**src/rtl/dfr_axi_cfg_slave.sv**
```systemverilog
// -----------------------------------------------------------------------------
// dfr_axi_cfg_slave
//   AXI4-Lite responder for the DFR core. It decodes the control/count register
//   window (region 0) and four memory windows (regions 1..4: input, reservoir,
//   weight, output). It holds the configuration registers and turns bus
//   accesses into single-beat word accesses on the DFR memory port.
//   One transaction is in flight at a time, and writes win over reads.
//
// Optional feature macro: DFR_AXI_SLVERR_EN
//   defined   : unmapped accesses, DEBUG writes and count-register writes
//               while busy answer SLVERR (2'b10). A memory-window address with
//               bits set above the memory word range counts as unmapped and
//               issues no memory strobe.
//   undefined : every response is OKAY and dropped writes are silent.
//
// Ports
//   S_AXI_ACLK / S_AXI_ARESET   clock, asynchronous active-high reset
//   S_AXI_AW*/W*/B*/AR*/R*      AXI4-Lite slave channels (WSTRB ignored)
//   busy                        core running; gates launch and count writes
//   debug_in                    value returned by the DEBUG register
//   ctrl_reg, ctrl_start        CTRL contents and one-cycle launch pulse
//   num_*                       count registers
//   mem_sel/mem_addr/mem_wr_en/mem_rd_en/mem_wdata/mem_rdata
//                               DFR memory port (word addressed)
// -----------------------------------------------------------------------------
module dfr_axi_cfg_slave #(
  parameter int C_S_AXI_DATA_WIDTH = 32,
  parameter int C_S_AXI_ADDR_WIDTH = 30,
  parameter int MEM_ADDR_WIDTH     = 16,
  parameter int MEM_RD_LATENCY     = 1
) (
  input  logic                            S_AXI_ACLK,
  input  logic                            S_AXI_ARESET,
  input  logic [C_S_AXI_ADDR_WIDTH-1:0]   S_AXI_AWADDR,
  input  logic                            S_AXI_AWVALID,
  output logic                            S_AXI_AWREADY,
  input  logic [C_S_AXI_DATA_WIDTH-1:0]   S_AXI_WDATA,
  input  logic [C_S_AXI_DATA_WIDTH/8-1:0] S_AXI_WSTRB,
  input  logic                            S_AXI_WVALID,
  output logic                            S_AXI_WREADY,
  output logic [1:0]                      S_AXI_BRESP,
  output logic                            S_AXI_BVALID,
  input  logic                            S_AXI_BREADY,
  input  logic [C_S_AXI_ADDR_WIDTH-1:0]   S_AXI_ARADDR,
  input  logic                            S_AXI_ARVALID,
  output logic                            S_AXI_ARREADY,
  output logic [C_S_AXI_DATA_WIDTH-1:0]   S_AXI_RDATA,
  output logic [1:0]                      S_AXI_RRESP,
  output logic                            S_AXI_RVALID,
  input  logic                            S_AXI_RREADY,
  input  logic                            busy,
  input  logic [C_S_AXI_DATA_WIDTH-1:0]   debug_in,
  output logic [C_S_AXI_DATA_WIDTH-1:0]   ctrl_reg,
  output logic                            ctrl_start,
  output logic [C_S_AXI_DATA_WIDTH-1:0]   num_init_samples,
  output logic [C_S_AXI_DATA_WIDTH-1:0]   num_train_samples,
  output logic [C_S_AXI_DATA_WIDTH-1:0]   num_test_samples,
  output logic [C_S_AXI_DATA_WIDTH-1:0]   num_steps_per_sample,
  output logic [C_S_AXI_DATA_WIDTH-1:0]   num_init_steps,
  output logic [C_S_AXI_DATA_WIDTH-1:0]   num_train_steps,
  output logic [C_S_AXI_DATA_WIDTH-1:0]   num_test_steps,
  output logic [1:0]                      mem_sel,
  output logic [MEM_ADDR_WIDTH-1:0]       mem_addr,
  output logic                            mem_wr_en,
  output logic                            mem_rd_en,
  output logic [C_S_AXI_DATA_WIDTH-1:0]   mem_wdata,
  input  logic [C_S_AXI_DATA_WIDTH-1:0]   mem_rdata
);

  localparam int AW = C_S_AXI_ADDR_WIDTH;
  localparam int DW = C_S_AXI_DATA_WIDTH;
  localparam logic [1:0] RESP_OKAY = 2'b00;
`ifdef DFR_AXI_SLVERR_EN
  localparam logic [1:0] RESP_ERR  = 2'b10;
`else
  localparam logic [1:0] RESP_ERR  = 2'b00;
`endif
  localparam logic [2:0] RD_LAT = 3'(MEM_RD_LATENCY);

  typedef enum logic [2:0] {IDLE, WR_MEM, WR_RESP, RD_WAIT, RD_RESP} state_t;

  state_t            state_q;
  logic              awready_q, arready_q, bvalid_q, rvalid_q;
  logic [1:0]        bresp_q, rresp_q;
  logic [DW-1:0]     rdata_q;
  logic [AW-1:2]     waddr_q;
  logic [DW-1:0]     wdata_q;
  logic [DW-1:0]     ctrl_q;
  logic [DW-1:0]     cnt_q [7];
  logic              ctrl_start_q;
  logic [1:0]        mem_sel_q;
  logic [MEM_ADDR_WIDTH-1:0] mem_addr_q;
  logic [DW-1:0]     mem_wdata_q;
  logic              mem_wr_en_q, mem_rd_en_q;
  logic [2:0]        lat_q;

  // True when the address falls in one of the four memory windows.
  function automatic logic is_mem_win(input logic [29:0] a);
    logic hit;
    hit = (a[29:24] >= 6'd1) && (a[29:24] <= 6'd4);
`ifdef DFR_AXI_SLVERR_EN
    hit = hit && ((a[23:0] >> (MEM_ADDR_WIDTH + 2)) == 24'd0);
`endif
    return hit;
  endfunction

  // Region 1..4 maps to memory select 0..3.
  function automatic logic [1:0] sel_of(input logic [29:0] a);
    return a[25:24] - 2'd1;
  endfunction

  logic          rd_mem_d, rd_err_d, wr_mem_d;
  logic [DW-1:0] rd_data_d;
  logic [2:0]    wr_idx_d;
  logic          unused_bits;

  assign rd_mem_d    = is_mem_win(S_AXI_ARADDR[29:0]);
  assign wr_mem_d    = is_mem_win({waddr_q[29:2], 2'b00});
  // Word offsets 0x08..0x20 land on count slots 0..6 (0x20 wraps [4:2] to 0).
  assign wr_idx_d    = waddr_q[4:2] - 3'd2;
  assign unused_bits = ^{S_AXI_WSTRB, S_AXI_AWADDR[1:0], S_AXI_ARADDR[1:0]};

  always_comb begin
    rd_data_d = '0;
    rd_err_d  = 1'b0;
    if (S_AXI_ARADDR[29:24] == 6'd0) begin
      case (S_AXI_ARADDR[23:2])
        22'd0:   rd_data_d = {ctrl_q[DW-1:1], busy};
        22'd1:   rd_data_d = debug_in;
        22'd2:   rd_data_d = cnt_q[0];
        22'd3:   rd_data_d = cnt_q[1];
        22'd4:   rd_data_d = cnt_q[2];
        22'd5:   rd_data_d = cnt_q[3];
        22'd6:   rd_data_d = cnt_q[4];
        22'd7:   rd_data_d = cnt_q[5];
        22'd8:   rd_data_d = cnt_q[6];
        default: rd_err_d  = 1'b1;
      endcase
    end else if (!rd_mem_d) begin
      rd_err_d = 1'b1;
    end
  end

  always_ff @(posedge S_AXI_ACLK or posedge S_AXI_ARESET) begin
    if (S_AXI_ARESET) begin
      state_q      <= IDLE;
      awready_q    <= 1'b0;
      arready_q    <= 1'b0;
      bvalid_q     <= 1'b0;
      rvalid_q     <= 1'b0;
      bresp_q      <= RESP_OKAY;
      rresp_q      <= RESP_OKAY;
      rdata_q      <= '0;
      waddr_q      <= '0;
      wdata_q      <= '0;
      ctrl_q       <= '0;
      for (int i = 0; i < 7; i++) cnt_q[i] <= '0;
      ctrl_start_q <= 1'b0;
      mem_sel_q    <= '0;
      mem_addr_q   <= '0;
      mem_wdata_q  <= '0;
      mem_wr_en_q  <= 1'b0;
      mem_rd_en_q  <= 1'b0;
      lat_q        <= '0;
    end else begin
      awready_q    <= 1'b0;
      arready_q    <= 1'b0;
      ctrl_start_q <= 1'b0;
      mem_wr_en_q  <= 1'b0;
      mem_rd_en_q  <= 1'b0;
      case (state_q)
        IDLE: begin
          if (awready_q) begin
            // AW/W handshake completes on this edge: act on the latched write.
            if (wr_mem_d) begin
              mem_sel_q   <= sel_of({waddr_q[29:2], 2'b00});
              mem_addr_q  <= waddr_q[MEM_ADDR_WIDTH+1:2];
              mem_wdata_q <= wdata_q;
              mem_wr_en_q <= 1'b1;
              state_q     <= WR_MEM;
            end else begin
              bresp_q <= RESP_OKAY;
              if (waddr_q[29:24] == 6'd0) begin
                case (waddr_q[23:2])
                  22'd0: begin
                    ctrl_q       <= wdata_q;
                    ctrl_start_q <= wdata_q[0] & ~busy;
                  end
                  22'd2, 22'd3, 22'd4, 22'd5, 22'd6, 22'd7, 22'd8: begin
                    if (busy) bresp_q <= RESP_ERR;
                    else      cnt_q[wr_idx_d] <= wdata_q;
                  end
                  default: bresp_q <= RESP_ERR;  // DEBUG or unmapped offset
                endcase
              end else begin
                bresp_q <= RESP_ERR;
              end
              bvalid_q <= 1'b1;
              state_q  <= WR_RESP;
            end
          end else if (S_AXI_AWVALID && S_AXI_WVALID) begin
            awready_q <= 1'b1;
            waddr_q   <= S_AXI_AWADDR[AW-1:2];
            wdata_q   <= S_AXI_WDATA;
          end else if (S_AXI_ARVALID) begin
            arready_q <= 1'b1;
            if (rd_mem_d) begin
              // Strobe the memory alongside ARREADY to keep read latency minimal.
              mem_sel_q   <= sel_of(S_AXI_ARADDR[29:0]);
              mem_addr_q  <= S_AXI_ARADDR[MEM_ADDR_WIDTH+1:2];
              mem_rd_en_q <= 1'b1;
              lat_q       <= '0;
              state_q     <= RD_WAIT;
            end else begin
              rdata_q <= rd_data_d;
              rresp_q <= rd_err_d ? RESP_ERR : RESP_OKAY;
              state_q <= RD_RESP;
            end
          end
        end
        WR_MEM: begin
          bresp_q  <= RESP_OKAY;
          bvalid_q <= 1'b1;
          state_q  <= WR_RESP;
        end
        WR_RESP: begin
          if (S_AXI_BREADY) begin
            bvalid_q <= 1'b0;
            state_q  <= IDLE;
          end
        end
        RD_WAIT: begin
          if (lat_q == RD_LAT) begin
            rdata_q  <= mem_rdata;
            rresp_q  <= RESP_OKAY;
            rvalid_q <= 1'b1;
            state_q  <= RD_RESP;
          end else begin
            lat_q <= lat_q + 3'd1;
          end
        end
        RD_RESP: begin
          // Register reads arrive here with RVALID still low; raise it one cycle later.
          if (!rvalid_q) begin
            rvalid_q <= 1'b1;
          end else if (S_AXI_RREADY) begin
            rvalid_q <= 1'b0;
            state_q  <= IDLE;
          end
        end
        default: state_q <= IDLE;
      endcase
    end
  end

  assign S_AXI_AWREADY        = awready_q;
  assign S_AXI_WREADY         = awready_q;
  assign S_AXI_BRESP          = bresp_q;
  assign S_AXI_BVALID         = bvalid_q;
  assign S_AXI_ARREADY        = arready_q;
  assign S_AXI_RDATA          = rdata_q;
  assign S_AXI_RRESP          = rresp_q;
  assign S_AXI_RVALID         = rvalid_q;
  assign ctrl_reg             = ctrl_q;
  assign ctrl_start           = ctrl_start_q;
  assign num_init_samples     = cnt_q[0];
  assign num_train_samples    = cnt_q[1];
  assign num_test_samples     = cnt_q[2];
  assign num_steps_per_sample = cnt_q[3];
  assign num_init_steps       = cnt_q[4];
  assign num_train_steps      = cnt_q[5];
  assign num_test_steps       = cnt_q[6];
  assign mem_sel              = mem_sel_q;
  assign mem_addr             = mem_addr_q;
  assign mem_wr_en            = mem_wr_en_q;
  assign mem_rd_en            = mem_rd_en_q;
  assign mem_wdata            = mem_wdata_q;

endmodule

```
**config.mk**
```make
export PLATFORM = sky130hd
export DESIGN_NAME = dfr_axi_cfg_slave
export DESIGN_NICKNAME = d
export VERILOG_FILES = /design/src/rtl/dfr_axi_cfg_slave.sv
export SDC_FILE = /design/constraint.sdc
export NUM_CORES = 1
export LEC_CHECK = 0
export BUFFER_PORTS_ARGS = -buffer_cell sky130_fd_sc_hd__buf_2
export CORE_ASPECT_RATIO = 1.4
export CORE_UTILIZATION = 45
export CTS_BUF_LIST = sky130_fd_sc_hd__clkbuf_8
export DETAILED_ROUTE_END_ITERATION = 8
export GPL_TIMING_DRIVEN = 0
export PLACE_DENSITY = 0.74
export SYNTH_ARGS = -nofsm -noshare
export SYNTH_HDL_FRONTEND = slang
export SYNTH_SLANG_ARGS = --single-unit
```
**constraint.sdc**
```tcl
create_clock -name S_AXI_ACLK -period 26.6 [get_ports S_AXI_ACLK]
set_input_delay 5.32 -clock S_AXI_ACLK [delete_from_list [all_inputs] [get_ports S_AXI_ACLK]]
set_output_delay 5.32 -clock S_AXI_ACLK [all_outputs]
set_load 0.01 [all_outputs]
```
# Yosys cells after proc, flatten, opt, wreduce, memory -nomap -nowiden
# Index checks and enable logic that the tools add are counted.
dict set report word_totals {
  mem_bits_ro 0
  output_inout_bits 350
  memories 0
  latchBits 0
  register_bits 415
  ram_bits 0
  elab_cells 177
}
dict set report classes {
  eq_ne 36
  reduce_logical 27
  div_mod_pow 0
  shift 0
  n_addsub 4
  n_mul 0
  muxes 74
  n_lt_le_gt_ge 6
  n_bitwise 5
}
# cell n
set ops {}
lappend ops {{one-hot mux 32 bit (9 select lines)} 1}
lappend ops {{bitwise mux 224 bit} 1}
lappend ops {{two-way mux 32 bit} 7}
lappend ops {{equality test 22 x 3 -> 1 bit (second input constant)} 8}
lappend ops {{demux 32 bit (select 3 bit)} 1}
lappend ops {{equality test 22 x 2 -> 1 bit (second input constant)} 4}
lappend ops {{two-way mux 16 bit} 5}
lappend ops {{one-hot mux 32 bit (2 select lines)} 1}
lappend ops {{equality test 22 x 4 -> 1 bit (second input constant)} 2}
lappend ops {{zero test 22 bit} 2}
lappend ops {{two-way mux 3 bit} 13}
lappend ops {{two-way mux 1 bit} 26}
lappend ops {{two-way mux 2 bit} 13}
lappend ops {{!= test 2 bit (second input constant)} 13}
lappend ops {{AND reduction 6 bit} 4}
lappend ops {{equality test 22 x 1 -> 1 bit (second input constant)} 1}
lappend ops {{one-hot mux 3 bit (5 select lines)} 1}
lappend ops {{greater-or-equal comparator 6 x 1 -> 1 bit (second input constant)} 2}
lappend ops {{less-or-equal comparator 6 x 3 -> 1 bit (second input constant)} 2}
lappend ops {{zero test 6 bit} 2}
lappend ops {{AND reduction 5 bit} 2}
lappend ops {{nonzero test 2 bit} 5}
lappend ops {{AND reduction 3 bit} 3}
lappend ops {{one-hot mux 2 bit (2 select lines)} 2}
lappend ops {{22 further kinds} 31}

# Depth between registers and ports, before layout
# Gate-level depths: netlist of the first run.
dict set report depth {
  ltp_word 8
  depth_mapped 11
  depth_no_buf 8
}

# Worst setup path before layout of the first run
# OpenSTA, ideal clock, no wires.
dict set report synth_path {
  path_kind {input to register}
  start {input S_AXI_ARADDR[2]}
  end {register rdata_q[0] (netlist: S_AXI_RDATA[0])}
  required_time_ns 26.470
  setup_ns 0.130
  path_slack_ns 19.324
  arrival_ns 7.146
  cell_stages 6
  cell_sequence {clkbuf_1 buf_1 clkbuf_1 mux2_2 a222oi_1 a21oi_1}
}
dict set report synth_between {
  elab_chain_len 8
  elab_cells_between_ends 16
}
# element line_no
set synth_rtl {}
lappend synth_rtl {{start, declared} 44} ;# input logic [C_S_AXI_ADDR_WIDTH-1:0] S_AXI_ARADDR,
lappend synth_rtl {{equality test 22 x 4 -> 1 bit (tied with other cells)} n/a}
lappend synth_rtl {{one-hot mux 32 bit (9 select lines) (*)} 127} ;# case (S_AXI_ARADDR[23:2])
lappend synth_rtl {{two-way mux 32 bit (*)} 126} ;# if (S_AXI_ARADDR[29:24] == 6'd0) begin
lappend synth_rtl {{two-way mux 32 bit (*)} 207} ;# if (rd_mem_d) begin
lappend synth_rtl {{two-way mux 32 bit (*)} 205} ;# end else if (S_AXI_ARVALID) begin
lappend synth_rtl {{two-way mux 32 bit (*)} 201} ;# end else if (S_AXI_AWVALID && S_AXI_WVALID) begin
lappend synth_rtl {{two-way mux 32 bit (*)} 173} ;# if (awready_q) begin
lappend synth_rtl {{one-hot mux 32 bit (2 select lines) (*)} 171} ;# case (state_q)
lappend synth_rtl {{end signal, assigned} 215} ;# rdata_q <= rd_data_d;
lappend synth_rtl {{end signal, assigned} 234} ;# rdata_q <= mem_rdata;
lappend synth_rtl {{end, declared} 85} ;# logic [DW-1:0] rdata_q;
# Every way passes the cells marked *; elsewhere a longest branch is shown, timed or not. The select of a mux whose other input is x is not followed.
# A chain may end at the register's enable or synchronous reset.

# Worst setup path in the final report of the first run
dict set report layout_path {
  start {input S_AXI_ARADDR[2]}
  end {register rdata_q[31] (netlist: S_AXI_RDATA[31])}
}
# The elaborated chain is that of the path after synthesis.

==> impl_metrics.tcl, run 1 <==
set metrics [dict create \
    cts_resized 0 \
    tritoncts "built" \
    critPathLaunch "S_AXI_ARADDR[2]" \
    min_period_ns 9.20 \
    r2r_setup_slack_ns 22.80 \
    antenna_found_initial 8 \
    fin_crit_sh_pct 34.6 \
    crit_fanout 10 \
    yosysTopAreaCell "dfrtp_1" \
    drt_wl_total_um 74100 \
    tightest_slew_ns 1.41 \
    power.density_nw_per_um2 75.3 \
    met3_usage_pct 8.29 \
    reg2reg_from "waddr_q[28]" \
    placed_area_um2 21800 \
    wl_per_cell_um 28.2 \
    grt_pass1_vias 15700 \
    avgSynthCellArea_um2 12.5 \
    rows 87 \
    synth_edf_count 0 \
    drv_cap 0 \
    fmax_mhz 109 \
    busiest_layer "met2" \
    io_buffers 505 \
    finalHoldViolCount 0 \
    status "completed" \
    synth_area_um2 18400 \
    clk_latency_ns 0.62 \
    core-area_um2 40300 \
    drv_slew 0 \
    r2r_cells 7 \
    hold_class "register to register" \
    root_buffer "clkbuf_8" \
    synth_cell_types 59 \
    relSlewSlack_pct 5.49 \
    stdcell_area_um2 23000 \
    die_w_um 173 \
    fin_ws_ns 17.40 \
    drc 0 \
    synth.top_cell.area_share_pct 55.9 \
    nets 2224 \
    worstSetupStartpointType "input port" \
    place.gp.congestion 0.907 \
    ys.warnings.count 0 \
    power.switching_uw 573 \
    fin_cells 2629 \
    grt_pass1_wl_um 105000 \
    grt_overflow 0 \
    drive_above_1_share_pct 47.7 \
    cts_setup_buffers 0 \
    seq_area_frac_synth_pct 55.9 \
    start_util_pct 45.7 \
    cts.path.max_buffers 3 \
    cp.required_ns 27.14 \
    area_growth_pct 25.1 \
    ctsHoldBuffers 0 \
    cp-endpoint "S_AXI_RDATA[31]" \
    clock-skew-final_ns 0.0228 \
    synth_seq_cells 411 \
    setup-tns-final_ns 0 \
    synth.area.top_cells "dfrtp_1, mux2_2, nand2_1" \
    first_iter_violations 1431 \
    combPwrFrac_pct 24.8 \
    ios 518 \
    hpwlAfterDp_um 53500 \
    die_y_um 241 \
    p_clk_share_pct 30.3 \
    internal_power_uw 1160 \
    arrival_ns 9.74 \
    netSwitchingFraction_pct 33.0 \
    worstReg2RegEnd "num_steps_per_sample[15]" \
    grt_max_degree 132 \
    synth_ff_type "dfrtp_1" \
    cts.sinks 411 \
    netlist_instances 1470 \
    htreeDepth 3 \
    dr_total_vias 15600 \
    grt_setup_unrepaired "no" \
    cts.clk_slew.worst_paths_ns 0.06 \
    end_kind "register" \
    die-area_um2 41700 \
    ir_drop_mv 0.0463 \
    dp.cells 2519 \
    worstSetupPathType "input port to register" \
    ant_nets 0 \
    seq_power_share_pct 44.9 \
    synthArstFlopShare_pct 100 \
    grt_util_met1_pct 42.2 \
    dr.pass1.iters 7 \
    cts_buffers 66 \
    post-place-ws_ns 17.08 \
    grt_use_met2_pct 58.3 \
    vias_per_cell 5.93 \
    fin_util_pct 57.1 \
    grt_usage_pct 35.1 \
    p_leak_uw 0.0121 \
    setup_viol 0 \
]
power groups by stage:
stage	logic, uW	registers [uW]	clock network (uW)
finish	430	777	526
global route	467	787	557
CTS	425	776	530
detailed placement	424	786	0
global placement	409	783	0
floorplan	236	798	0
cells by family after synthesis:
logic type | share of synthesized area (%)
xor+xnor | 0.143
mux | 24.2
buf+inv | 3.22
fa+ha+maj | 0.136
simple gates | 7.67
compound gates | 8.70
flops | 55.9
other cells | 0.0204
routing by layer:
metal / wire length [um] / vias up / part of all wire, %
met5: 37 / - / 0.050
met4: 3970 / 6 / 5.4
met3: 5550 / 212 / 7.5
met2: 36400 / 885 / 49
met1: 28100 / 7955 / 38
li1: - / 6521 / -
layout make-up:
cell class / count / area, um2
antenna: 7 / 17.5
buffer: 131 / 567
clock buffer: 79 / 1090
clock inverter: 23 / 126
fill: 3540 / 17300
inverter: 7 / 33.8
multi-input combinational: 924 / 7550
sequential: 411 / 10300
tap: 534 / 668
timing repair buffer: 513 / 2670
worst max-delay path, cell delays in order:
cell,delay [ns]
buf_2,0.15
clkbuf_1,0.34
nor2_1,1.16
nand3_1,0.27
nor3b_2,1.17
clkbuf_1,0.79
a222oi_1,0.32
a21oi_1,0.20
worst min-delay path by stage:
stage | startpoint | to | depth (start not counted)
finish | mem_wdata[8] | mem_wdata[8] | 2
global route | mem_wdata[8] | mem_wdata[8] | 2
CTS | mem_wdata[27] | mem_wdata[27] | 2
detailed placement | mem_wdata[9] | mem_wdata[9] | 2
global placement | mem_wdata[23] | mem_wdata[23] | 2
floorplan | lat_q[1] | lat_q[1] | 2
stage by stage:
step / hold slack, ns / power (uW)
detailed placement: 0.459 / 1210
global route: 0.491 / 1810
finish: 0.475 / 1730
CTS: 0.478 / 1730
floorplan: 0.472 / 1030
global placement: 0.456 / 1190
layout by cell type (no fill, tap or decap), drive strengths merged, types with 18 or more instances in the layout:
cell and count:
nor3 18, o22ai 33, a222oi 22, buf 552, mux2 343, a21oi 34
nand2 203, inv 24, a221oi 27, clkbuf 171, a22oi 18, o21ai 28
dfrtp 411, mux2i 36
synthesized netlist by cell type, types with 12 or more instances:
library cell / n
buf_2: 18
a221oi_1: 27
nor3_1: 14
nor2_1: 15
a22oi_1: 18
dfrtp_1: 411
clkbuf_1: 92
nand2_1: 203
mux2i_1: 36
o22ai_1: 33
o21ai_0: 28
a21oi_1: 34
mux2_2: 340
a222oi_1: 22
nand3_1: 17
a22o_1: 12
Note: power is estimated with default switching activity, not from simulation.
==> run 2: changes to the inputs <==
- PLACE_DENSITY: 0.74 -> 0.77
- clock period: 26.6 -> 8.3 ns (I/O delays scaled with it)
==> run 2 against run 1 <==
Against the previous run: first-iteration DRC count is 0.56% lower; utilization is 0.60 points higher; critical endpoint is now S_AXI_RDATA[12]; clock power grew to 3.4 times the previous value; largest cell class unchanged.
==> impl_metrics.tcl, run 2 (synthesis gave the netlist of run 1 again) <==
set metrics [dict create \
    vias_per_cell 5.90 \
    relSlewSlack_pct 9.72 \
    core-area_um2 40300 \
    final_common_cell "buf_2" \
    drive_above_1_share_pct 48.2 \
    root_buffer "clkbuf_8" \
    cts.sinks 411 \
    ir_drop_mv 0.205 \
    cts_buffers 60 \
    critical_path.cell_chain "buf_2 -> nor4_1 -> nand3_1 -> nor2_1 -> buf_2 -> and3_1 -> clkbuf_1 -> a222oi_1 -> a21oi_1" \
    dr.pass1.iters 6 \
    cts_resized 0 \
    setup_viol 0 \
    grt_overflow 0 \
    die-area_um2 41700 \
    worstSetupStartpointType "input port" \
    fmax_mhz 186 \
    antenna_found_initial 8 \
    end_kind "register" \
    dr_total_vias 15600 \
    grt_pass1_vias 15800 \
    cpMostUsedCell "buf_2" \
    drv_slew 0 \
    grt_pass1_wl_um 106000 \
    fin_crit_sh_pct 64.7 \
    finalHoldViolCount 0 \
    path_delay_family "simple AND/OR/NAND/NOR gates" \
    place.gp.congestion 0.900 \
    tightest_slew_ns 1.35 \
    status "completed" \
    die_y_um 241 \
    p_clk_share_pct 31.5 \
    clk_latency_ns 0.63 \
    drt_wl_total_um 74100 \
    power_uw 5650 \
    cts.clk_slew.worst_paths_ns 0.07 \
    tritoncts "built" \
    max_stage_delay_ns 1.01 \
    combPwrFrac_pct 24.4 \
    htreeDepth 2 \
    io_buffers 505 \
    ios 518 \
    worstSetupPathType "input port to register" \
    cts_setup_buffers 0 \
    power.switching_uw 1830 \
    min_period_ns 5.37 \
    first_iter_violations 1423 \
    p_leak_uw 0.0122 \
    area_growth_pct 26.4 \
    grt_max_degree 46 \
    hold_class "register to register" \
    grt_setup_unrepaired "no" \
    cpMaxStageDelayCell "nor4_1" \
    cp.required_ns 8.85 \
    nets 2224 \
    netSwitchingFraction_pct 32.4 \
    ctsHoldBuffers 0 \
    clock-skew-final_ns 0.0253 \
    seq_power_share_pct 44.1 \
    crit_fanout 10 \
    cts.path.max_buffers 3 \
    worst-path-buf-inv 3 \
    fillers 3433 \
    hpwlAfterDp_um 54000 \
    drc 0 \
    internal_power_uw 3820 \
    seq_area_um2 10300 \
    multi_input_area_um2 7560 \
    die_w_um 173 \
    power.density_nw_per_um2 243 \
    ant_nets 0 \
    setup-tns-final_ns 0 \
    rows 87 \
    grt_usage_pct 35.0 \
    wl_per_cell_um 28.0 \
    final_cell_mix "buf_2, dfrtp_1, mux2_2" \
    drv_cap 0 \
    start_util_pct 45.7 \
    arrival_ns 5.91 \
]
run 2: cell types whose count changed in the layout (fill, tap and decap cells not counted), moves of 3 or more:
cell / change
diode_2: +3
clkinv_2: +5
buf_16: -3
buf_12: +10
inv_1: -3
clkbuf_8: +7
run 2: power groups by stage:
stage                     Combinational, uW  Clock [uW]  Sequential [uW]
after global routing                   1490        1870             2520
final                                  1380        1780             2490
after floorplan                         755           0             2560
after global placement                 1300           0             2510
after detailed placement               1360           0             2520
after CTS                              1370        1790             2490
run 2: per-layer routing:
metal,up-vias,part of all wire (%),GRT usage [%]
met2,936,49,58.9
met3,235,8.1,7.66
met4,0,5.1,17.1
met1,7897,38,43.0
met5,-,0,0
li1,6545,-,-
run 2: worst register-to-register path: cells and delay by family (launching register included):
family / cells / cell delay, ns
buf+inv: 1 / 0.54
simple gates: 5 / 2.40
flops: 1 / 0.39
mux: 1 / 0.39
run 2: final timing paths:
check	slack [ns]	start	end	depth (start not counted)
max reg2reg	4.47	waddr_q[29]	num_steps_per_sample[11]	7
max in group asynchronous	5.24	S_AXI_ARESET	wdata_q[1]	7
min reg2reg	0.47	mem_wdata[8]	mem_wdata[8]	2
max	2.93	S_AXI_ARADDR[15]	S_AXI_RDATA[12]	9
min in group asynchronous	1.24	S_AXI_ARESET	S_AXI_RDATA[18]	2
min	0.47	mem_wdata[8]	mem_wdata[8]	2
run 2: cell type report:
type / count / area share, %
flip-flops and latches: 411 / 44.2
multi-input cells: 924 / 32.5
repair buffers: 519 / 11.9
clock buffers: 86 / 5.09
well taps: 534 / 2.87
plain buffers: 131 / 2.44
clock inverters: 24 / 0.667
inverters: 7 / 0.129
diodes: 10 / 0.108
run 2: per-stage QoR:
step                      instances  worst slack (ns)  area (um2)  utilization [%]  hold WS (ns)
final                          2646              2.93       23200             57.7         0.472
after global placement         2512            -0.969       21600             53.6         0.455
after CTS                      2636              2.91       23200             57.6         0.475
after global routing           2644              2.90       23200             57.7         0.502
after floorplan                1473              1.10       18400                -         0.472
after detailed placement       2526              2.24       21900             54.3         0.458
==> run 3: changes to the inputs <==
- ABC_AREA: unset -> 1
- clock period: 8.3 -> 4.4 ns (I/O delays scaled with it)
==> run 3 against run 2 <==
Against the previous run: the run now ends with DRC left; final area rose by 1.2%; setup slack got worse by 2.2 ns; clock-buffer cell count fell by 1; power rose by 100%; global-route usage rose by 3.3 points; critical path depth rose by 3; first-iteration DRC count rose by 53%; clock skew rose by 0.010 ns; highest routed layer unchanged; largest cell class unchanged; clock power rose by 95%.
==> impl_metrics.tcl, run 3 <==
set metrics [dict create \
    final_cell_mix "nand2_1, buf_2, dfrtp_1" \
    grt_max_degree 44 \
    critPathLaunch "S_AXI_ARADDR[9]" \
    cts_setup_buffers 0 \
    dr_total_vias 19800 \
    start_util_pct 45.5 \
    worstSetupStartpointType "input port" \
    synth_cell_types 26 \
    synth.top_cell.area_share_pct 55.0 \
    clk_latency_ns 0.65 \
    hpwlAfterDp_um 61500 \
    die-area_um2 42400 \
    min_period_ns 3.67 \
    tightest_slew_ns 1.10 \
    place.gp.congestion 0.978 \
    grt_usage_pct 38.3 \
    wl_per_cell_um 23.4 \
    root_buffer "clkbuf_8" \
    r2r_cells 11 \
    synthArstFlopShare_pct 100 \
    synth_ff_type "dfrtp_1" \
    ys.warnings.count 0 \
    fin_util_pct 57.3 \
    cts_resized 0 \
    fmax_mhz 273 \
    vias_per_cell 5.68 \
    seq_area_frac_synth_pct 55.0 \
    cp.required_ns 4.96 \
    cts.sinks 411 \
    fin_crit_sh_pct 83.4 \
    synthTopCellsByCount "nand2_1, dfrtp_1, o21ai_0" \
    drive_above_1_share_pct 21.8 \
    cp-endpoint "S_AXI_RDATA[8]" \
    grt_pass1_wl_um 119000 \
    die_w_um 174 \
    dr.pass1.iters 8 \
    fillers 3901 \
    status "finished with violations" \
    antenna_found_initial 6 \
    ant_nets 0 \
    r2r_setup_slack_ns 0.96 \
    htreeDepth 3 \
    drv_cap 0 \
    violations "DRC" \
    cts_buffers 67 \
    synth_area_um2 18700 \
    grt_overflow 0 \
    finalHoldViolCount 0 \
    first_iter_violations 2184 \
    drv_slew 0 \
    cts.clk_slew.worst_paths_ns 0.06 \
    worstSetupPathType "input port to register" \
    arrival_ns 4.23 \
    reg2reg_from "state_q[1]" \
    io_buffers 505 \
    end_kind "register" \
    power.density_nw_per_um2 485 \
    yosysTopAreaCell "dfrtp_1" \
    p_leak_uw 0.0121 \
    synth_seq_cells 411 \
    setup-tns-final_ns 0 \
    clock-skew-final_ns 0.0355 \
    area_growth_pct 25.8 \
    synth_edf_count 0 \
    grt_pass1_vias 19100 \
    grt_setup_unrepaired "no" \
    hold_class "input port to async pin" \
    core-area_um2 41100 \
    worstReg2RegEnd "S_AXI_RDATA[2]" \
    ctsHoldBuffers 0 \
    drc 1 \
    die_y_um 243 \
    synth.area.top_cells "dfrtp_1, nand2_1, o21ai_0" \
    nets 3064 \
    cts.path.max_buffers 3 \
    drt_wl_total_um 81600 \
    relSlewSlack_pct 27.0 \
    ir_drop_mv 0.379 \
    crit_fanout 10 \
    synth_most_common_cell "nand2_1" \
    final_common_cell "nand2_1" \
    avgSynthCellArea_um2 8.11 \
    netlist_instances 2305 \
    setup_viol 0 \
    rows 88 \
    tritoncts "built" \
    ios 518 \
]
-- run 3: cell types whose count changed after synthesis, moves of 154 or more --
cell | before | now
nand2_1 | 203 | 603
mux2_2 | 340 | 0
o21ai_0 | 28 | 345
nor2_1 | 15 | 169
nand4_1 | 3 | 162
inv_1 | 7 | 199
-- run 3: routing by layer --
| metal | up-vias | global-route usage (%) | routed length [um] |
|---|---|---|---|
| met5 | - | 0 | 0 |
| met4 | 0 | 24.9 | 5840 |
| met3 | 286 | 8.82 | 7470 |
| met2 | 1254 | 61.5 | 38200 |
| met1 | 9450 | 46.2 | 30100 |
| li1 | 8790 | - | - |
-- run 3: report_power, final --
| group | switching, uW | internal [uW] |
|---|---|---|
| Sequential | 376 | 4470 |
| Clock | 1610 | 1860 |
| Combinational | 2160 | 924 |
-- run 3: cell type report --
cell class / instances / area, um2 / area share [%]
Antenna cell: 5 / 12.5 / 0.0532
Buffer: 158 / 627 / 2.67
Clock buffer: 85 / 1170 / 4.97
Clock inverter: 29 / 190 / 0.809
Inverter: 199 / 751 / 3.19
Multi-Input combinational cell: 1540 / 7050 / 30.0
Sequential cell: 411 / 10300 / 43.7
Tap cell: 540 / 676 / 2.87
Timing Repair Buffer: 517 / 2760 / 11.7
-- run 3: per-stage QoR --
stage               area [um2]  std cells  hold slack (ns)  setup WS, ns  total power [uW]
finish                   23500       3484            0.336         0.731             11400
global route             23500       3484            0.377         0.560             12000
CTS                      23500       3479            0.342         0.938             11400
detailed placement       22100       3365            0.469         0.267              7940
global placement         21900       3353            0.460         -4.28              7830
floorplan                18700       2308            0.443         -2.02              6570
-- run 3: kinds of logic (layout without fill, tap and decap cells) --
kind of cell	count (synthesis)	in the layout	share of synthesized area [%]
AOI/OAI and AO/OA	462	462	12.5
and+or+nand+nor	1070	1070	24.9
xor gates and xnor gates	1	1	0.0469
buffers and inverters	357	988	7.35
adders and majority gates	2	2	0.134
DFF	411	411	55.0
other	1	9	0.0201
muxes	1	1	0.0536
-- run 3: critical path: stages --
cell	delay, ns
buf_2	0.12
nor2_1	0.24
nand2_1	0.12
clkbuf_1	0.22
nor2_1	0.74
o21ai_0	0.22
nand3_1	0.11
nor2_1	0.04
nor2_1	0.69
buf_2	0.44
nand2_1	0.19
a21oi_1	0.18
-- run 3: how the worst min path moves through the flow --
| stage | from | endpoint | cells past startpoint |
|---|---|---|---|
| finish | S_AXI_ARESET | num_steps_per_sample[22] | 2 |
| global placement | waddr_q[21] | waddr_q[21] | 2 |
| detailed placement | waddr_q[21] | waddr_q[21] | 2 |
| global route | S_AXI_ARESET | num_steps_per_sample[22] | 2 |
| floorplan | waddr_q[21] | waddr_q[21] | 2 |
| CTS | S_AXI_ARESET | num_steps_per_sample[23] | 2 |
